## src/rtl/clint_timer_pkg.sv

```systemverilog
// Shared definitions for the core-local interruptor: register offsets,
// the response FSM state type and a byte-merge helper for strobed stores.
package clint_timer_pkg;

    // Register offsets from the CLINT base address
    localparam logic [63:0] CLINT_MSIP_OFF     = 64'h0000_0000_0000_0000;
    localparam logic [63:0] CLINT_MTIMECMP_OFF = 64'h0000_0000_0000_4000;
    localparam logic [63:0] CLINT_MTIME_OFF    = 64'h0000_0000_0000_BFF8;

    // MMIO response FSM
    typedef enum logic {
        IDLE = 1'b0,
        RESP = 1'b1
    } clint_state_t;

    // Merge a lane-aligned store into an existing doubleword under byte enables
    function automatic logic [63:0] byte_merge(
        input logic [63:0] old_data,
        input logic [63:0] new_data,
        input logic [7:0]  strobe
    );
        logic [63:0] merged;
        merged = old_data;
        for (int unsigned i = 0; i < 8; i++) begin
            if (strobe[i]) begin
                merged[i*8 +: 8] = new_data[i*8 +: 8];
            end
        end
        return merged;
    endfunction

endpackage

```

## src/rtl/clint_timer_sync2.sv

```systemverilog
// Generic two-flop synchroniser with synchronous active-high reset.
module clint_sync2 (
    input  logic clk,
    input  logic reset,
    input  logic d,
    output logic q
);

    logic meta;

    // Two back-to-back flops to resolve metastability on an asynchronous input
    always_ff @(posedge clk) begin
        if (reset) begin
            meta <= 1'b0;
            q    <= 1'b0;
        end else begin
            meta <= d;
            q    <= meta;
        end
    end

endmodule

```

## src/rtl/clint_timer.sv

```systemverilog
// Core-local interruptor: memory-mapped mtime/mtimecmp/msip with a
// two-state MMIO response FSM, plus timer, software and synchronised
// external interrupt outputs for the CSR file.
module clint_timer
    import clint_timer_pkg::*;
#(
    parameter logic [63:0] BASE_ADDR    = 64'h0000_0000_0200_0000,
    parameter int unsigned TICK_DIV     = 1,
    parameter logic [63:0] MTIMECMP_RST = 64'hFFFF_FFFF_FFFF_FFFF
) (
    input  logic        clk,
    input  logic        reset,
    input  logic        req_valid,
    input  logic [63:0] req_addr,
    input  logic        req_write,
    input  logic [63:0] req_wdata,
    input  logic [7:0]  req_strobe,
    output logic        resp_ok,
    output logic        resp_err,
    output logic [63:0] resp_rdata,
    input  logic        exint_async,
    output logic        trint,
    output logic        swint,
    output logic        exint,
    output logic [63:0] mtime_out
);

    // Absolute register addresses; decode uses only the doubleword part
    localparam logic [63:0] MSIP_ADDR     = BASE_ADDR + CLINT_MSIP_OFF;
    localparam logic [63:0] MTIMECMP_ADDR = BASE_ADDR + CLINT_MTIMECMP_OFF;
    localparam logic [63:0] MTIME_ADDR    = BASE_ADDR + CLINT_MTIME_OFF;
    localparam logic [31:0] TICK_LAST     = 32'(TICK_DIV - 1);

    clint_state_t state;

    logic [63:0] mtime;
    logic [63:0] mtimecmp;
    logic        msip;
    logic [31:0] prescaler;

    logic [63:0] mtime_nxt;
    logic [63:0] mtimecmp_nxt;
    logic        msip_nxt;
    logic [31:0] prescaler_nxt;

    logic        accept;
    logic        hit_msip;
    logic        hit_mtimecmp;
    logic        hit_mtime;
    logic        hit_any;
    logic        do_store;
    logic        tick;
    logic [63:0] read_data;

    // Byte offset within a doubleword does not take part in decode
    logic        addr_lo_unused;
    assign addr_lo_unused = ^req_addr[2:0];

    // Address decode against each register's doubleword address
    always_comb begin
        hit_msip     = (req_addr[63:3] == MSIP_ADDR[63:3]);
        hit_mtimecmp = (req_addr[63:3] == MTIMECMP_ADDR[63:3]);
        hit_mtime    = (req_addr[63:3] == MTIME_ADDR[63:3]);
        hit_any      = hit_msip | hit_mtimecmp | hit_mtime;
    end

    // Read mux: value of the addressed register in the accept cycle
    always_comb begin
        read_data = '0;
        if (hit_msip) begin
            read_data = {63'd0, msip};
        end else if (hit_mtimecmp) begin
            read_data = mtimecmp;
        end else if (hit_mtime) begin
            read_data = mtime;
        end
    end

    // Next-state values: prescaled tick, then strobed store overriding the tick
    always_comb begin
        accept   = (state == IDLE) && req_valid;
        do_store = accept && req_write && (req_strobe != '0);
        tick     = (prescaler == TICK_LAST);

        prescaler_nxt = tick ? '0 : prescaler + 32'd1;

        // A store to mtime replaces the incremented value, so a coincident
        // tick is lost; the prescaler keeps running regardless.
        mtime_nxt = tick ? mtime + 64'd1 : mtime;
        if (do_store && hit_mtime) begin
            mtime_nxt = byte_merge(mtime, req_wdata, req_strobe);
        end

        mtimecmp_nxt = mtimecmp;
        if (do_store && hit_mtimecmp) begin
            mtimecmp_nxt = byte_merge(mtimecmp, req_wdata, req_strobe);
        end

        msip_nxt = msip;
        if (do_store && hit_msip && req_strobe[0]) begin
            msip_nxt = req_wdata[0];
        end
    end

    // Timer/software registers and the interrupt outputs derived from next state
    always_ff @(posedge clk) begin
        if (reset) begin
            mtime     <= '0;
            mtimecmp  <= MTIMECMP_RST;
            msip      <= 1'b0;
            prescaler <= '0;
            trint     <= 1'b0;
            swint     <= 1'b0;
        end else begin
            mtime     <= mtime_nxt;
            mtimecmp  <= mtimecmp_nxt;
            msip      <= msip_nxt;
            prescaler <= prescaler_nxt;
            trint     <= (mtime_nxt >= mtimecmp_nxt);
            swint     <= msip_nxt;
        end
    end

    // MMIO response FSM with registered response outputs
    always_ff @(posedge clk) begin
        if (reset) begin
            state      <= IDLE;
            resp_ok    <= 1'b0;
            resp_err   <= 1'b0;
            resp_rdata <= '0;
        end else begin
            case (state)
                IDLE: begin
                    if (accept) begin
                        state      <= RESP;
                        resp_ok    <= 1'b1;
                        resp_err   <= ~hit_any;
                        resp_rdata <= (hit_any && !req_write) ? read_data : '0;
                    end else begin
                        resp_ok    <= 1'b0;
                        resp_err   <= 1'b0;
                        resp_rdata <= '0;
                    end
                end
                RESP: begin
                    state      <= IDLE;
                    resp_ok    <= 1'b0;
                    resp_err   <= 1'b0;
                    resp_rdata <= '0;
                end
                default: begin
                    state      <= IDLE;
                    resp_ok    <= 1'b0;
                    resp_err   <= 1'b0;
                    resp_rdata <= '0;
                end
            endcase
        end
    end

    clint_sync2 u_exint_sync (
        .clk   (clk),
        .reset (reset),
        .d     (exint_async),
        .q     (exint)
    );

    assign mtime_out = mtime;

endmodule
```

## config.mk

```make
export PLATFORM = sky130hd
export DESIGN_NAME = clint_timer
export DESIGN_NICKNAME = d
export VERILOG_FILES = /design/src/rtl/clint_timer_pkg.sv /design/src/rtl/clint_timer_sync2.sv /design/src/rtl/clint_timer.sv
export SDC_FILE = /design/constraint.sdc
export NUM_CORES = 1
export LEC_CHECK = 0
export BUFFER_PORTS_ARGS = -buffer_cell sky130_fd_sc_hd__clkbuf_2
export CAP_MARGIN = 40
export CORE_ASPECT_RATIO = 1.75
export CORE_UTILIZATION = 50
export DETAILED_ROUTE_END_ITERATION = 8
export MAX_ROUTING_LAYER = met4
export PLACE_DENSITY = 0.74
export SLEW_MARGIN = 5
export SYNTH_ARGS = -nofsm -noshare
export SYNTH_HDL_FRONTEND = slang
export SYNTH_SLANG_ARGS = --single-unit
export TNS_END_PERCENT = 20
```

## constraint.sdc

```tcl
create_clock -name clk -period 5.5 [get_ports clk]
set_clock_uncertainty 0.2 [all_clocks]
set_input_delay 0.275 -clock clk [delete_from_list [all_inputs] [get_ports clk]]
set_output_delay 0.275 -clock clk [all_outputs]
set_load 0.02 [all_outputs]
```

# Yosys cells after proc, flatten, opt, wreduce, memory -nomap -nowiden
# Index checks and enable logic that the tools add are counted.
# classes
addsub,2
order_cmp,1
eq_ne,3
n_mux,29
bitwise,4
reduce_logical,12
# ops
cell,count
$mux W64,8
$eq A61 B23 Y1 const B,3
$mux W8,16
$pmux W64 S2,1
$add A64 B1 Y64 const B,1
$ge A64 B64 Y1,1
$add A32 B1 Y32 const B,1
$logic_not A32 Y1,1
$logic_and A1 B1 Y1,8
$reduce_bool A8 Y1,1
$pmux W1 S2,2
$mux W1,2
$not A1 Y1,2
$or A1 B1 Y1,2
$reduce_or A2 Y1,1
$logic_not A1 Y1,1
# totals
ff_bits,230
in_bits,141
out_inout_bits,133
wordCells,61

# Logic depth before layout (Yosys ltp)
# Gate-level depths: netlist (run 1).
# depth
word_depth,7
ltp_mapped,19
mapped_depth_nobuf,17

# By module
# From an unflattened synthesis (run 1), not the netlist that was laid out.
# hier_totals
hier_cells,1414
hier_area_um2,12221.7
# by_module_without_submodules
mod,n_inst,cells_per_inst,area_per_inst_um2,seq_area_each_um2
clint_timer,1,1410,12169.2,4564.4
clint_sync2,1,4,52.6,40.0

# Least setup slack after synthesis (run 1)
# Ideal clock, no wire load.
# synth_timing
path_kind,register to register
start,"register mtime[21], in the netlist mtime_out[21]"
end,register trint
setup_ns,0.134
arrival_time_ns,3.373
t_required_ns,5.166
path_slack_ns,1.792
path_stages_with_launch,19
n_path_buf,3
synth_period_minus_slack_ns,3.708
cell_sequence,dfxtp_1 > buf_2 > nand4_1 > nor3_1 > and3_1 > buf_2 > and2_1 > clkbuf_1 > nand3_1 > mux2_1 > nor2_1 > ha_1 > nand4_1 > nor2_1 > a221o_1 > o21a_1 > a31oi_1 > o21a_1 > a211oi_1
# synth_between
elab_chain_cells,4
elab_cells_between_ends,5
cone_classes,add/sub: 1; order compare: 1; mux: 3
# synth_lines
element,line_no,text
"start, declared",clint_timer.sv:36,logic [63:0] mtime;
"start signal, assigned",clint_timer.sv:115,mtime <= mtime_nxt;
$add A64 B1 Y64,clint_timer.sv:89,mtime_nxt = tick ? mtime + 64'd1 : mtime;
$mux W64,clint_timer.sv:89,
$mux W64,clint_timer.sv:90,if (do_store && hit_mtime) begin
via mtime_nxt[42],clint_timer.sv:41,logic [63:0] mtime_nxt;
$ge A64 B64 Y1,clint_timer.sv:119,trint <= (mtime_nxt >= mtimecmp_nxt);
"end signal, assigned",clint_timer.sv:119,
"end, declared",clint_timer.sv:22,"output logic trint,"
# The timed path passes the listed nets, and every way through them passes these cells.
# A chain may end at the register's enable or synchronous reset.

# Worst setup path after layout (run 1)
# layout_timing
start,input port req_addr[14]
end,register trint
# layout_between
elab_chain_cells,4
elab_cells_between_ends,7
cone_classes,order compare: 1; eq/ne: 2; mux: 2; reduce/logical: 2
# layout_lines
element,line_no,text
"start, declared",clint_timer.sv:14,"input logic [63:0] req_addr,"
$eq A61 B23 Y1,clint_timer.sv:63,hit_mtime = (req_addr[63:3] == MTIME_ADDR[63:3]);
$logic_and A1 B1 Y1,clint_timer.sv:90,
$mux W64,clint_timer.sv:90,
via mtime_nxt[22],clint_timer.sv:41,
$ge A64 B64 Y1,clint_timer.sv:119,
# The timed path passes the listed nets, and every way through them passes these cells.

==> impl_metrics.tcl, run 1 <==
set metrics [dict create \
    yosysTopAreaCellShare 0.376 \
    dp.final_hpwl_mm 29.9 \
    gr-usage-all-layers 0.326 \
    reg2reg_slack_ns 0.87 \
    timing.rr.start "prescaler[16]" \
    max-cap-violations 0 \
    synthArstFlopShare 0 \
    min_period_over_period 0.876 \
    drive_gt1_frac 0.205 \
    cp.arrival_ns 4.98 \
    synthToLayoutAreaGrowth_pct 25.1 \
    yosysTopAreaCell "dfxtp_1" \
    antenna_found_initial 0 \
    slew_headroom 0.375 \
    ios 274 \
    crit_path_end_kind "register" \
    p_leak_nw 6.91 \
    grt_max_degree 81 \
    route.detailed.drc 0 \
    die_y_um 209 \
    synth_edf_count 0 \
    gr-total-overflow 0 \
    synth-simple-area-share 0.302 \
    cts_buffer_depth 3 \
    hold_depth 2 \
    synth.area.top_cells "dfxtp_1 (38%), ha_1 (6.8%), mux2i_1 (6.3%)" \
    ys.flop_type "dfxtp_1" \
    fp-row-count 75 \
    synth_top_family_by_area "simple AND/OR/NAND/NOR gates" \
    antennaDiodeCount 0 \
    final_nets 1962 \
    vias_per_cell 5.94 \
    htree_levels 1 \
    port_buffers 270 \
    worstRegToRegCells 15 \
    drt_pass1_iterations 5 \
    required_ns 5.67 \
    timing.fmax_ghz 0.208 \
    synth_adder_area_share 0.0685 \
    synth_area_mm2 0.0122 \
    critPathKind "in -> reg" \
    status "finished, final reports clean" \
    hold_class "in -> reg" \
    vias 12300 \
    vdd_drop_max_mv 0.253 \
    cts-root-buf "clkbuf_16" \
    gp_congestion 1.04 \
    crit_start "req_addr[14]" \
    syn_inst 1442 \
    fp.dieW_um 120 \
    clk_pin_slew_ns 0.06 \
    path_max_fanout 11 \
    drt_wl_total_mm 40.4 \
    power_mw 3.47 \
    drt_iter0_drc 826 \
    setup_viol 0 \
    dieArea_mm2 0.0251 \
    tightest_slew_ns 0.930 \
    coreArea_mm2 0.0240 \
    min_from "reset" \
    synth-seq-area-share 0.376 \
    start_util 0.509 \
    grt_first_pass_wirelength_mm 63.4 \
    min_to "state" \
    hold_viol 0 \
    synth_mux_area_frac 0.0722 \
    synth-compound-area-share 0.125 \
    rsz0062_at_grt "false" \
    min_period_ns 4.82 \
    ys_ff_latch 230 \
    cts_tree "done" \
    wire_per_inst_um 19.4 \
    cts_made_buffers 23 \
    synth_xor_xnor_area_share 0.0250 \
    avgSynthCellArea_um2 8.49 \
    cts_num_sinks 230 \
    yosys.cell_types.count 74 \
    reg2reg_to "trint" \
    clock_latency_ns 0.51 \
    ys_warn_count 0 \
    grt_pass1_vias 12400 \
    slew_viol_final 0 \
    drtAntennaViolNets 0 \
    cp-start-kind "input port" \
    p_per_area_mw_per_mm2 227 \
    synth_nets 1650 \
    timing.setup.tns_ns 0 \
]
## through the flow
stage	std cells	worst slack (ns)	instance area (µm²)	util	hold slack [ns]
5_1_grt	2078	0.555	15300	0.637	0.00944
3_3_place_gp	1968	0.736	13800	0.576	0.220
3_5_place_dp	1969	0.714	13900	0.577	0.248
2_1_floorplan	1442	1.79	12200	-	0.203
6_report	2078	0.681	15300	0.637	0.00642
4_1_cts	2078	0.754	15300	0.637	0.0245
## state kept, by name, indices dropped and copies added (netlist names)
signal	count
trint	1
resp_rdata	64
mtime_out	64
prescaler	32
msip	1
state	1
mtimecmp	64
resp_err	1
u_exint_sync.q	1
u_exint_sync.meta	1
## cells in the mapped netlist, types with 14 or more instances
| cell type | number |
|---|---|
| a31oi_1 | 16 |
| xor2_1 | 18 |
| nor3_1 | 16 |
| nand4_1 | 43 |
| and4_1 | 21 |
| xnor2_1 | 17 |
| and3_1 | 33 |
| nand3_1 | 80 |
| a22oi_1 | 64 |
| and2_1 | 25 |
| inv_1 | 22 |
| nor2_1 | 172 |
| o21ai_0 | 25 |
| dfxtp_1 | 230 |
| nor4_1 | 28 |
| a21oi_1 | 43 |
| nand2_1 | 193 |
| nor2b_1 | 14 |
| mux2i_1 | 77 |
| clkbuf_1 | 50 |
| ha_1 | 67 |
## cells in the final DEF (no fill, tap or decap), drive strengths merged, types with 6 or more instances in the layout
| master | n |
|---|---|
| a211oi | 6 |
| a21o | 13 |
| a21oi | 43 |
| a22oi | 64 |
| a31oi | 16 |
| and2 | 28 |
| and3 | 33 |
| and4 | 21 |
| buf | 20 |
| clkbuf | 303 |
| dfxtp | 230 |
| dlygate4sd3 | 68 |
| ha | 67 |
| inv | 23 |
| mux2 | 10 |
| mux2i | 77 |
| nand2 | 193 |
| nand3 | 83 |
| nand3b | 8 |
| nand4 | 45 |
| nor2 | 172 |
| nor2b | 14 |
| nor3 | 20 |
| nor3b | 12 |
| nor4 | 37 |
| nor4b | 7 |
| o211ai | 12 |
| o21a | 8 |
| o21ai | 29 |
| o22ai | 6 |
| or3 | 13 |
| xnor2 | 17 |
| xor2 | 18 |
## cell type report
| cell class | instances | area, µm² |
|---|---|---|
| clock inverter | 8 | 98.8 |
| inverter | 22 | 82.6 |
| sequential | 230 | 4600 |
| multi-input combinational | 1119 | 7260 |
| fill | 2176 | 8710 |
| timing repair buffer | 358 | 2210 |
| clock buffer | 33 | 673 |
| tap | 308 | 385 |
## worst max path at each step
| stage | to | slack [ns] | cells past startpoint |
|---|---|---|---|
| after floorplan | trint | 1.79 | 18 |
| after global placement | trint | 0.74 | 16 |
| after detailed placement | trint | 0.71 | 16 |
| after CTS | trint | 0.75 | 17 |
| after global routing | trint | 0.56 | 17 |
| final | trint | 0.68 | 17 |
## kinds of logic (layout without fill, tap and decap cells)
kind of cell | after synthesis | after routing
xor+xnor | 35 | 35
flops | 230 | 230
fa+ha+maj | 67 | 67
mux | 87 | 87
buf+inv | 93 | 421
compound gates | 225 | 225
simple gates | 705 | 705
## layer usage
layer  part of all wire  track usage
met4              0.050        0.163
met3              0.051       0.0379
met2               0.54        0.600
met1               0.36        0.337
met5                  0            -
## timing repair
| action | 4_1_cts | 5_1_grt |
|---|---|---|
| setup buffers | 0 | 0 |
| resized for setup | 0 | 0 |
| endpoints found under the hold margin | 122 | 0 |
| hold buffers | 68 | 0 |
## report_power, final
group	leakage, nW	internal [mW]	switching [mW]
registers	1.86	1.67	0.00415
clock network	0.381	0.947	0.672
logic	4.67	0.0848	0.0929
total	6.91	2.70	0.769
## worst max-delay path, stage by stage
cell and delay (ns):
dlygate4sd3_1 0.54, clkbuf_2 0.16, nand3b_1 0.22, nor4_1 0.39
and4_2 0.35, nand3_1 0.51, and3_1 0.47, a211o_1 0.31
and3b_1 0.16, ha_1 0.31, a21oi_1 0.18, nand2_1 0.07
a221oi_1 0.28, o21ai_0 0.13, a31oi_1 0.28, o21a_1 0.25
a211oi_1 0.09
(Power assumes the default switching activity.)
==> run 2: changes to the inputs <==
Settings changed: MAX_ROUTING_LAYER met4 to default.
==> run 2 against run 1 <==
Compared with the run above:
- sequential cell count stayed put
- utilization is 0.20 points higher
- combinational power hardly changed
- largest power group is now clock
- highest routed layer unchanged
==> impl_metrics.tcl, run 2 (synthesis gave the netlist of run 1 again) <==
set metrics [dict create \
    drive_gt1_frac 0.205 \
    slew_viol_final 0 \
    grt_max_degree 81 \
    max-cap-violations 0 \
    path_cells "dlygate4sd3_1 > clkbuf_2 > nand3b_1 > nor4_1 > and4_2 > nand3_1 > and3_1 > a211o_1 > and3b_1 > ha_1 > a21oi_1 > nand2_1 > a221oi_1 > o21ai_0 > a31oi_1 > o21a_1 > a211oi_1" \
    min_period_ns 4.87 \
    cts-root-buf "clkbuf_16" \
    path_max_fanout 11 \
    status "finished, final reports clean" \
    timing.fmax_ghz 0.205 \
    drtAntennaViolNets 0 \
    cts_num_sinks 230 \
    cts_made_buffers 22 \
    cp_slowest_cell "dlygate4sd3_1" \
    final_common_cell "clkbuf_2" \
    fin_area_mm2 0.0154 \
    synthToLayoutAreaGrowth_pct 25.5 \
    coreArea_mm2 0.0240 \
    cp.arrival_ns 5.04 \
    port_buffers 270 \
    start_util 0.509 \
    gr-total-overflow 0 \
    required_ns 5.67 \
    p_leak_nw 6.93 \
    place_area_mm2 0.0139 \
    cts_buffer_depth 3 \
    cts_setup_buffers 0 \
    fp-row-count 75 \
    htree_levels 1 \
    wire_per_inst_um 19.7 \
    dieArea_mm2 0.0251 \
    vdd_drop_max_mv 0.223 \
    power_mw 3.56 \
    drt_pass1_iterations 5 \
    gp_congestion 1.01 \
    layout_common_cells "clkbuf_2 (270), dfxtp_1 (230), nand2_1 (193), nor2_1 (172), nand3_1 (80)" \
    fill_cells 2185 \
    hold_class "in -> reg" \
    multi_input_area_mm2 0.00726 \
    dp.final_hpwl_mm 30.1 \
    timing.setup.tns_ns 0 \
    vias 12500 \
    rsz0062_at_grt "false" \
    drt_wl_total_mm 41.0 \
    crit_family "simple AND/OR/NAND/NOR gates" \
    clock_latency_ns 0.53 \
    gr-usage-all-layers 0.322 \
    ios 274 \
    antenna_found_initial 0 \
    dp_slack_ns 0.767 \
    die_y_um 209 \
    grt_first_pass_wirelength_mm 63.9 \
    setup_viol 0 \
    drt_iter0_drc 907 \
    clk_pin_slew_ns 0.07 \
    crit_path_end_kind "register" \
    fp.dieW_um 120 \
    slew_headroom 0.369 \
    vias_per_cell 5.99 \
    cts_tree "done" \
    route.detailed.drc 0 \
    critPathKind "in -> reg" \
    final_nets 1963 \
    crit_buf_inv 2 \
    min_period_over_period 0.885 \
    antennaDiodeCount 0 \
    p_per_area_mw_per_mm2 232 \
    grt_pass1_vias 12400 \
    setup_ws_ns 0.630 \
    tightest_slew_ns 0.938 \
    hold_viol 0 \
    cp-start-kind "input port" \
    holdWs_ns 0.0319 \
    cpPeakStageDelay_ns 0.54 \
    regArea_mm2 0.00460 \
]
-- run 2: where the power goes --
group,internal (mW),switching (mW)
clock network,1.01,0.694
logic,0.0853,0.0936
registers,1.67,0.00397
-- run 2: worst paths after layout --
| check | from | end | slack (ns) | depth (start not counted) |
|---|---|---|---|---|
| max | req_addr[14] | trint | 0.63 | 17 |
| min | req_strobe[5] | mtime_out[43] | 0.03 | 3 |
| max reg2reg | prescaler[16] | trint | 0.77 | 15 |
| min reg2reg | u_exint_sync.meta | u_exint_sync.q | 0.26 | 1 |
-- run 2: layout make-up --
cell class	count	share of cell area
Multi-Input combinational cell	1119	0.473
Sequential cell	230	0.300
Timing Repair Buffer	360	0.145
Clock buffer	30	0.0418
Tap cell	308	0.0251
Clock inverter	10	0.0104
Inverter	22	0.00538
-- run 2: worst min-delay path, delay by kind of cell --
family / cells / cell delay (ns)
buffers and inverters: 1 / 0.13
AND/OR/NAND/NOR: 1 / 0.15
AO/OA/AOI/OAI: 1 / 0.18
-- run 2: layer usage --
| metal | routed length [µm] | up-vias | GRT usage |
|---|---|---|---|
| met5 | 0 | - | 0 |
| met2 | 21500 | 513 | 0.597 |
| met1 | 14500 | 5902 | 0.331 |
| li1 | - | 5874 | - |
| met3 | 2390 | 167 | 0.0461 |
| met4 | 2540 | 0 | 0.209 |
-- run 2: stage by stage --
| stage | utilization | cells |
|---|---|---|
| floorplan | - | 1442 |
| global placement | 0.576 | 1969 |
| detailed placement | 0.577 | 1970 |
| CTS | 0.639 | 2079 |
| global route | 0.639 | 2079 |
| finish | 0.639 | 2079 |
-- run 2: repair_timing --
item,in CTS,in global routing
endpoints found under the hold margin,122,0
gates resized for setup,0,0
hold buffers,69,0
==> run 3: changes to the inputs <==
Settings changed: CORE_UTILIZATION 50 to 59, PLACE_DENSITY 0.74 to 0.85.
==> run 3 against run 2 <==
Compared with the run above:
- critical path depth fell by 1
- final area fell by 0.85%
- setup slack got worse by 0.051 ns
- routed wire length rose by 1.2%
- clock power fell by 5%
- first-iteration DRC count rose by 22%
- register-to-register slack improved by 0.07 ns
- count of clock-buffer cells in the layout fell by 1
- maximum frequency fell by 1.0%
- global-route usage rose by 5.5 points
- non-clock buffer count fell by 1
- sequential cell count did not move
- critical path type unchanged
==> impl_metrics.tcl, run 3 (synthesis gave the netlist of run 1 again) <==
set metrics [dict create \
    pwr-share-comb 0.052 \
    gr-usage-all-layers 0.377 \
    cp-start-kind "input port" \
    gr-total-overflow 0 \
    min_to "mtime_out[43]" \
    seq_power_share 0.482 \
    p_clk_frac 0.466 \
    timing.rr.start "prescaler[16]" \
    cts_num_sinks 230 \
    vias 13000 \
    ios 274 \
    crit_buf_inv 2 \
    drive_gt1_frac 0.206 \
    timing.setup.tns_ns 0 \
    drtAntennaViolNets 0 \
    cts-root-buf "clkbuf_16" \
    synthToLayoutAreaGrowth_pct 24.4 \
    vdd_drop_max_mv 0.247 \
    clk_pin_slew_ns 0.07 \
    min_period_ns 4.92 \
    hold_class "in -> reg" \
    critPathKind "in -> reg" \
    timing.fmax_ghz 0.203 \
    rsz0062_at_grt "false" \
    fin_area_mm2 0.0152 \
    place_area_mm2 0.0138 \
    antenna_found_initial 0 \
    coreArea_mm2 0.0203 \
    cts_tree "done" \
    crit_family "simple AND/OR/NAND/NOR gates" \
    path_max_fanout 10 \
    required_ns 5.67 \
    dieArea_mm2 0.0213 \
    hold_viol 0 \
    reg2reg_to "trint" \
    cp_slowest_cell "nand3_1" \
    wire_per_inst_um 20.6 \
    p_per_area_mw_per_mm2 228 \
    drt_wl_total_mm 41.5 \
    p_sw_uw 786 \
    p_int_mw 2.68 \
    max-cap-violations 0 \
    vias_per_cell 6.45 \
    tightest_slew_ns 0.821 \
    power_mw 3.47 \
    gp_congestion 1.00 \
    grt_max_degree 65 \
    final_nets 1962 \
    layout_common_cells "clkbuf_2 (270), dfxtp_1 (230), nand2_1 (193), nor2_1 (172), nand3_1 (80)" \
    hold_depth 3 \
    cpPeakStageDelay_ns 0.69 \
    cts_buffer_depth 3 \
    htree_levels 1 \
    regArea_mm2 0.00460 \
    start_util 0.603 \
    multi_input_area_mm2 0.00726 \
    fp.dieW_um 111 \
    worstRegToRegCells 16 \
    path_cells "dlygate4sd3_1 > clkbuf_2 > nor4_1 > nand2_1 > nand3_1 > nand4_1 > o21ai_0 > nor2b_1 > ha_1 > nand2_1 > o21ai_0 > a221o_1 > o21a_1 > a31oi_1 > o21a_1 > a211oi_1" \
    cts_made_buffers 22 \
    status "finished, final reports clean" \
    grt_first_pass_wirelength_mm 64.3 \
    slew_viol_final 0 \
    die_y_um 193 \
    min_from "req_strobe[5]" \
    crit_path_end_kind "register" \
    clock_latency_ns 0.52 \
    setup_viol 0 \
    fp-row-count 69 \
    final_common_cell "clkbuf_2" \
    antennaDiodeCount 0 \
    holdWs_ns 0.0336 \
    min_period_over_period 0.895 \
    slew_headroom 0.448 \
    cp.arrival_ns 5.09 \
    ctsResizeCount 0 \
    p_leak_nw 6.90 \
    route.detailed.drc 0 \
    port_buffers 270 \
    fill_cells 1406 \
    drt_iter0_drc 1108 \
    grt_pass1_vias 12800 \
    p_sw_frac 0.227 \
    drt_pass1_iterations 8 \
    reg2reg_slack_ns 0.84 \
    dp.final_hpwl_mm 29.3 \
]
run 3: cell types whose count changed in the layout (fill, tap and decap cells not counted):
cell           previous run  this run
nor3_2                    3         4
dlygate4sd3_1            69        68
bufinv_16                 4         2
clkinvlp_4                1         3
clkbuf_1                  3         1
buf_12                    2         1
nor3_1                   16        15
clkbuf_8                  4         5
buf_4                    19        20
run 3: how the worst max path moves through the flow:
stage,endpoint,slack [ns],cells past startpoint,start
2_1_floorplan,trint,1.79,18,mtime_out[21]
3_3_place_gp,trint,0.80,16,req_addr[28]
3_5_place_dp,trint,0.77,16,req_addr[28]
4_1_cts,trint,0.81,16,req_strobe[7]
5_1_grt,trint,0.39,16,req_strobe[7]
6_report,trint,0.58,16,req_strobe[7]
run 3: what timing repair did:
item	CTS	global route
hold buffers	68	0
hold endpoints to repair	121	0
setup buffers	0	0
setup endpoints to repair	0	0
run 3: layer usage:
metal  vias to the layer above  share of wire  track usage
li1                       5871              -            -
met1                      6149           0.34        0.382
met2                       737           0.51        0.692
met3                       253          0.073       0.0584
met4                         0          0.077        0.291
met5                         -              0            0
run 3: layout make-up:
class / instances / area share
clock inverters: 10 / 0.00756
multi-input cells: 1119 / 0.477
clock buffers: 29 / 0.0426
repair buffers: 359 / 0.145
inverters: 22 / 0.00542
well taps: 248 / 0.0204
flip-flops and latches: 230 / 0.302
run 3: metrics by stage:
| stage | setup slack, ns | util | cells |
|---|---|---|---|
| after detailed placement | 0.769 | 0.679 | 1910 |
| final | 0.580 | 0.750 | 2017 |
| after global routing | 0.394 | 0.750 | 2017 |
| after CTS | 0.810 | 0.750 | 2017 |
| after global placement | 0.802 | 0.678 | 1909 |
| after floorplan | 1.79 | - | 1442 |
run 3: power by group through the flow:
stage	Sequential (mW)	Clock, mW	Combinational [mW]
after floorplan	1.71	0	0.0423
after CTS	1.67	1.61	0.173
final	1.67	1.61	0.180
after global placement	1.71	0	0.130
after detailed placement	1.71	0	0.133
after global routing	1.67	1.68	0.189
run 3: worst reg2reg max path, cell delays in order, from the launching register on:
cell and delay, ns:
dfxtp_1 0.36, nor4_2 0.46, nand4_4 0.25, nor3_4 0.38
and4_1 0.45, buf_4 0.25, nand3_1 0.16, or3_1 0.37
nand3_1 0.12, ha_1 0.25, nand4_1 0.20, nor2_1 0.08
a221o_1 0.31, o21a_1 0.21, a31oi_1 0.15, o21a_1 0.23
a211oi_1 0.09
